File: config.mk
export PLATFORM = sky130hd
export DESIGN_NAME = control_edicion
export DESIGN_NICKNAME = d
export VERILOG_FILES = /design/src/rtl/control_edicion.sv
export SDC_FILE = /design/constraint.sdc
export NUM_CORES = 1
export LEC_CHECK = 0
export CORE_MARGIN = 5
export CORE_UTILIZATION = 40
export DETAILED_ROUTE_END_ITERATION = 10
export PLACE_DENSITY = 0.62
export SKIP_CTS_REPAIR_TIMING = 1
export SLEW_MARGIN = 0
export SYNTH_ARGS = -nofsm -noshare
export SYNTH_HDL_FRONTEND = slang
export SYNTH_SLANG_ARGS = --single-unit
File: constraint.sdc
create_clock -name clk -period 8 [get_ports clk]
set_input_delay 2.4 -clock clk [delete_from_list [all_inputs] [get_ports clk]]
set_output_delay 2.4 -clock clk [all_outputs]
set_load 0.05 [all_outputs]
File: src/rtl/control_edicion.sv
// Edit controller for the clock/date/timer set-up screen: loads a field group from the RTC,
// steps fields with up/down releases and commits over wr_req/wr_ack. Optional macro: DAY_CLAMP_EN.
module control_edicion #(
   parameter int unsigned ACK_TIMEOUT = 255
) (
   input  logic       clk,
   input  logic       reset,
   input  logic       fecha,
   input  logic       hora,
   input  logic       timer,
   input  logic [1:0] posicion_x,
   input  logic       boton_u,
   input  logic       boton_d,
   input  logic       boton_c,
   input  logic [6:0] rd_c0,
   input  logic [6:0] rd_c1,
   input  logic [6:0] rd_c2,
   input  logic       wr_ack,
   output logic [6:0] campo0,
   output logic [6:0] campo1,
   output logic [6:0] campo2,
   output logic       editando,
   output logic       wr_req,
   output logic [1:0] wr_grupo,
   output logic       wr_err
);

   // Write handshake: wr_req rises the cycle after a commit release and stays high, with
   // wr_grupo and the campos frozen, until the first cycle wr_ack is seen high or the
   // timeout expires; it drops on the following cycle. wr_ack outside WRITE is ignored.

   typedef enum logic [1:0] {IDLE, LOAD, EDIT, WRITE} estado_t;

   localparam logic [1:0] G_NONE  = 2'd0;
   localparam logic [1:0] G_HORA  = 2'd1;
   localparam logic [1:0] G_FECHA = 2'd2;
   localparam logic [1:0] G_TIMER = 2'd3;
   localparam logic [8:0] TOUT    = 9'(ACK_TIMEOUT);

   estado_t         estado, estado_n;
   logic [1:0]      grupo, grupo_lat, grupo_lat_n;
   logic [2:0][6:0] campos, campos_n, rd;
   logic            arm_u, arm_d, arm_c;
   logic            ev_u, ev_d, ev_c;
   logic [7:0]      cnt, cnt_n;
   logic            cnt_fin;
   logic            wr_err_n;
   logic [6:0]      v, lo, hi, hi_c0;

   function automatic logic [6:0] lim_min(input logic [1:0] g, input logic [1:0] f);
      return (g == G_FECHA && f != 2'd2) ? 7'd1 : 7'd0;
   endfunction

   function automatic logic [6:0] lim_max(input logic [1:0] g, input logic [1:0] f);
      case (f)
         2'd0:    return (g == G_FECHA) ? 7'd31 : 7'd23;
         2'd1:    return (g == G_FECHA) ? 7'd12 : 7'd59;
         default: return (g == G_FECHA) ? 7'd99 : 7'd59;
      endcase
   endfunction

`ifdef DAY_CLAMP_EN
   // February is always 28; out-of-range months never reach here but fall back to 31.
   function automatic logic [6:0] month_len(input logic [6:0] m);
      case (m)
         7'd2:                      return 7'd28;
         7'd4, 7'd6, 7'd9, 7'd11:   return 7'd30;
         default:                   return 7'd31;
      endcase
   endfunction
`endif

   assign grupo = hora ? G_HORA : (fecha ? G_FECHA : (timer ? G_TIMER : G_NONE));
   assign rd    = {rd_c2, rd_c1, rd_c0};

   // Release events only count while editing; arm flags are held clear elsewhere.
   assign ev_u = (estado == EDIT) && arm_u && !boton_u;
   assign ev_d = (estado == EDIT) && arm_d && !boton_d;
   assign ev_c = (estado == EDIT) && arm_c && !boton_c;

   assign cnt_fin = ({1'b0, cnt} + 9'd1) >= TOUT;

   always_comb begin
      estado_n    = estado;
      grupo_lat_n = grupo_lat;
      campos_n    = campos;
      cnt_n       = 8'd0;
      wr_err_n    = 1'b0;
      v           = 7'd0;
      lo          = 7'd0;
      hi          = 7'd0;
`ifdef DAY_CLAMP_EN
      hi_c0 = (grupo_lat == G_FECHA) ? month_len(campos[1]) : lim_max(grupo_lat, 2'd0);
`else
      hi_c0 = lim_max(grupo_lat, 2'd0);
`endif

      case (estado)
         IDLE: begin
            if (grupo != G_NONE) begin
               estado_n    = LOAD;
               grupo_lat_n = grupo;
            end
         end

         LOAD: begin
            for (int i = 0; i < 3; i++) begin
               v  = rd[i];
               lo = lim_min(grupo_lat, 2'(i));
               hi = lim_max(grupo_lat, 2'(i));
               campos_n[i] = (v < lo || v > hi) ? lo : v;
            end
            estado_n = EDIT;
         end

         EDIT: begin
            if (grupo == G_NONE) begin
               estado_n = IDLE;
            end else if (grupo != grupo_lat) begin
               estado_n    = LOAD;
               grupo_lat_n = grupo;
            end else if (ev_c) begin
               estado_n = WRITE;
            end else if ((ev_u ^ ev_d) && posicion_x != 2'd3) begin
               v  = campos[posicion_x];
               lo = lim_min(grupo_lat, posicion_x);
               hi = (posicion_x == 2'd0) ? hi_c0 : lim_max(grupo_lat, posicion_x);
               if (ev_u)
                  campos_n[posicion_x] = (v >= hi) ? lo : v + 7'd1;
               else
                  campos_n[posicion_x] = (v <= lo) ? hi : v - 7'd1;
            end
         end

         WRITE: begin
            // Mode changes are only looked at on exit; the request is never aborted.
            if (wr_ack || cnt_fin) begin
               estado_n = (grupo != G_NONE && grupo == grupo_lat) ? EDIT : IDLE;
               wr_err_n = !wr_ack;
            end else begin
               cnt_n = cnt + 8'd1;
            end
         end

         default: estado_n = IDLE;
      endcase

`ifdef DAY_CLAMP_EN
      // Day follows the month bound whenever the month moves or a date is loaded.
      if (grupo_lat == G_FECHA && (estado == LOAD || estado == EDIT) &&
          campos_n[0] > month_len(campos_n[1]))
         campos_n[0] = month_len(campos_n[1]);
`endif
   end

   always_ff @(posedge clk or posedge reset) begin
      if (reset) begin
         estado    <= IDLE;
         grupo_lat <= G_NONE;
         campos    <= '0;
         cnt       <= 8'd0;
         wr_err    <= 1'b0;
         wr_req    <= 1'b0;
         wr_grupo  <= G_NONE;
         arm_u     <= 1'b0;
         arm_d     <= 1'b0;
         arm_c     <= 1'b0;
      end else begin
         estado    <= estado_n;
         grupo_lat <= grupo_lat_n;
         campos    <= campos_n;
         cnt       <= cnt_n;
         wr_err    <= wr_err_n;
         wr_req    <= (estado_n == WRITE);
         wr_grupo  <= (estado_n == WRITE) ? grupo_lat_n : G_NONE;
         arm_u     <= (estado == EDIT) && boton_u;
         arm_d     <= (estado == EDIT) && boton_d;
         arm_c     <= (estado == EDIT) && boton_c;
      end
   end

   assign editando = (estado == EDIT) || (estado == WRITE);
   assign campo0   = campos[0];
   assign campo1   = campos[1];
   assign campo2   = campos[2];

endmodule

==> results by group <==
Run status
  • Status: complete, no violations

Worst setup path
  • Worst path max stage delay: 1.02 ns
  • CP top delay family: compound AO/OA/AOI/OAI gates
  • WP data required: 8.16 ns
  • CP Capture Type: flop
  • CP Launch Type: input pin
  • R2R setup slack: 4.59 ns
  • CP Class: input pin to flop
  • Buf/Inv on CP: 1
  • Crit path cell chain: clkdlybuf4s50_1 > mux2i_1 > o2bb2ai_1 > ha_1 > a21o_1 > a31oi_1 > o21ai_0 > nor2_1 > a22oi_1 > o221ai_1
  • Worst path arrival time: approximately 6.2 ns
  • Worst-path fanout max: 17
  • Slowest-stage cell, CP: clkdlybuf4s50_1

Layout
  • Final cell count without fillers: roughly 500
  • ANT cells: 0
  • Storage cell area: 1001 µm²
  • Multi-input gate area: around 1900 µm²
  • Area Overhead vs Synth: 24.99%
  • Layout cell share with drive strength beyond 1: 6.053%
  • Filler cells: 774
  • Nets: between 400 and 500

Synthesis
  • Mapped Cells: 357
  • Synth unique cells: 66
  • Ys flop type: dfrtp_1
  • Avg Cell Area, Syn: roughly 8.6 µm²
  • Async S/R FF share, synth: between 90% and 100%
  • FF+latch count, synth: 40
  • Synth Cell Area: ~3100 µm²
  • Sequential share of the synthesized area: between 30% and 40%
  • Warnings, synthesis: 0
  • Synth area leaders: dfrtp_1 33%, ha_1 9.0%, nor2_1 4.6%
  • EDFF count, synth: 0
  • Synth top area share: 32.61%
  • Cell accounting for the most synthesized area: dfrtp_1
  • Post-Synthesis Net Count: 411

Global routing
  • Overall Global Routing Usage: 18.98%
  • Initial antenna violation count: 0
  • Largest net degree at the start of global routing: 41
  • First-pass GRT wire length: 14.82 mm
  • Vias in the first global route: around 2900
  • Grt ovf: 0

Timing
  • Setup Skew: 0.007157 ns
  • Final min period: 6.069 ns
  • Fin crit share: 75.86%
  • Hold Fails Final Rpt: 0
  • Final Max Slew Viols: 0
  • # setup viols final: 0
  • Worst slew pin tran: 1.022 ns
  • RSZ-0062 raised after global routing: no
  • Setup TNS: 0 ns
  • Rel. slew slack: 31.86%
  • Max Clk Rate: 164.8 MHz
  • Worst setup margin: 1.931 ns

Route
  • Number of detailed-route iterations in the first pass: 5
  • Via-to-Cell Ratio: ~5.7
  • Initial drt markers: 245
  • DRC viols: 0
  • Detailed-route wire length: 9.034 mm
  • WL per Instance: 17.54 µm
  • DR vias: about 3000
  • ANT nets after route: 0

Flow run
  • Max Cap Viol: 0

CTS
  • Cts bufs inserted: 5
  • CTS tree: done
  • Htree depth: 2
  • Clk Tree Root Cell: clkbuf_8
  • Num Clock Sinks: 40
  • Max Root-Sink Buffers: 2
  • Clock-pin slew on the worst setup and hold paths: 0.08 ns
  • Clk Latency, worst-skew pair: ~0.30 ns

Power
  • Clock group share of total power: 12.3%
  • P_leak: 1.638 nW
  • Sw power: ~0.71 mW
  • Power Total: 1.377 mW
  • Worst-case vdd ir drop: around 0.14 mV
  • Comb pwr share: 62.6%
  • Internal power: 0.6715 mW
  • Power Density: 358.9 nW/µm²
  • Sequential power share: about a quarter
  • Sw Ratio: 51.22%

Floorplan
  • Core area: about 7600 µm²
  • Initial Utilization: between 40 and 50%
  • Row count: 32
  • Num ports: 58
  • Floorplan die width: 97.60 µm
  • Die Ht: just under 100 µm
  • Die ar.: roughly 9500 µm²

Hold path
  • Worst Hold Class: flop to flop

Placement
  • IO Port Bufs: 57
  • Placement Setup Slack: 1.758 ns
  • Dpl cells: approximately 510
  • GPL Wtd Cong: 0.9012
  • Dpl hpwl: 7.084 mm
cells by family after synthesis:
group / synth area share [%]
XOR/XNOR: 3.424
flip-flops: 32.61
multiplexers: 3.669
AND/OR/NAND/NOR: 24.66
buffers and inverters: 4.199
adder cells (fa/ha/maj): 8.968
AO/OA/AOI/OAI: 22.46
synth_stat cells, types with 3 or more instances:
cell type and n:
dfrtp_1 40, nor2_1 38, nand2_1 30, ha_1 22, a21oi_1 19, inv_1 15, nor2b_1 15, o21ai_0 14
nand3_1 13, nor3_1 13, a31oi_1 11, xnor2_1 10, mux2i_1 9, and2_1 8, a211oi_1 7, clkbuf_1 6
and3_1 5, nand2b_1 4, a22oi_1 3, and3b_1 3, nand4_1 3, nor4_1 3, o211ai_1 3, o21a_1 3
o221ai_1 3, o22ai_1 3
routing by layer:
layer  global-route usage [%]  routed length [µm]  part of all wire [%]
met1                    25.48                4016                    44
met2                    31.37                4269                    47
met5                        0                   0                     0
met3                    3.302                 573                   6.3
met4                    5.325                 174                   1.9
final cells by class:
| cell class | instances | share of cell area (%) |
|---|---|---|
| clock buffer | 5 | 1.794 |
| clock inverter | 3 | 1.109 |
| inverter | 17 | 1.663 |
| multi-input combinational | 288 | 50.55 |
| sequential | 40 | 26.09 |
| tap | 102 | 3.327 |
| timing repair buffer | 60 | 15.46 |
worst paths after layout:
path / end / from / depth (start not counted)
hold reg to reg: campo0[5]$_DFFE_PP0P_ / campo0[5]$_DFFE_PP0P_ / 2
setup / recovery: campo2[1]$_DFFE_PP0P_ / posicion_x[1] / 10
hold / removal: campo0[5]$_DFFE_PP0P_ / campo0[5]$_DFFE_PP0P_ / 2
setup reg to reg: campo2[1]$_DFFE_PP0P_ / grupo_lat[1]$_DFF_PP0_ / 12
max in group asynchronous: campo0[6]$_DFFE_PP0P_ / reset / 3
min in group asynchronous: wr_grupo[1]$_DFF_PP0_ / reset / 3
flip-flops by register name (all words and copies together), names as in the netlist:
signal	cells
campo0	7
wr_grupo	2
cnt	8
grupo_lat	2
arm_u	1
arm_d	1
wr_err	1
wr_req	1
arm_c	1
campo2	7
estado	2
campo1	7
metrics by stage:
| stage | utilization, % | cell area [µm²] | hold slack (ns) |
|---|---|---|---|
| detailed placement | 48.96 | 3725 | 0.5129 |
| floorplan | - | 3069 | 0.5189 |
| finish | 50.43 | 3836 | 0.5313 |
| global route | 50.43 | 3836 | 0.5755 |
| CTS | 50.43 | 3836 | 0.5316 |
| global placement | 48.96 | 3725 | 0.4989 |
power by group through the flow:
stage	clock, mW	combinational, mW	sequential, mW
after global routing	0.180	0.938	0.355
after detailed placement	0	0.860	0.350
after CTS	0.172	0.863	0.347
final	0.169	0.862	0.346
after global placement	0	0.856	0.351
after floorplan	0	0.436	0.493
cells in the final DEF (no fill, tap or decap), types with 3 or more instances in the layout:
master / n
nor2b_1: 15
o221ai_1: 3
o211ai_1: 3
o22ai_1: 3
clkbuf_8: 5
mux2i_1: 9
nor3_1: 13
a211oi_1: 7
dfrtp_1: 40
clkdlybuf4s50_1: 57
ha_1: 22
buf_4: 3
o21a_1: 3
and3b_1: 3
a21oi_1: 19
inv_1: 15
nand2b_1: 4
a31oi_1: 11
and3_1: 5
a22oi_1: 3
and2_1: 8
nand4_1: 3
nand3_1: 13
xnor2_1: 10
o21ai_0: 14
nor2_1: 38
nand2_1: 30
nor4_1: 3
worst register-to-register path: stages (launching register included):
cell and delay (ns):
dfrtp_1 0.46, nor2b_1 0.16, buf_4 0.21, inv_1 0.23
a21oi_1 0.30, inv_1 0.10, ha_1 0.30, a21o_1 0.11
a31oi_1 0.03, o21ai_0 0.43, nor2_1 0.20, a22oi_1 0.52
o221ai_1 0.20
Note: power is estimated with default switching activity, not from simulation.
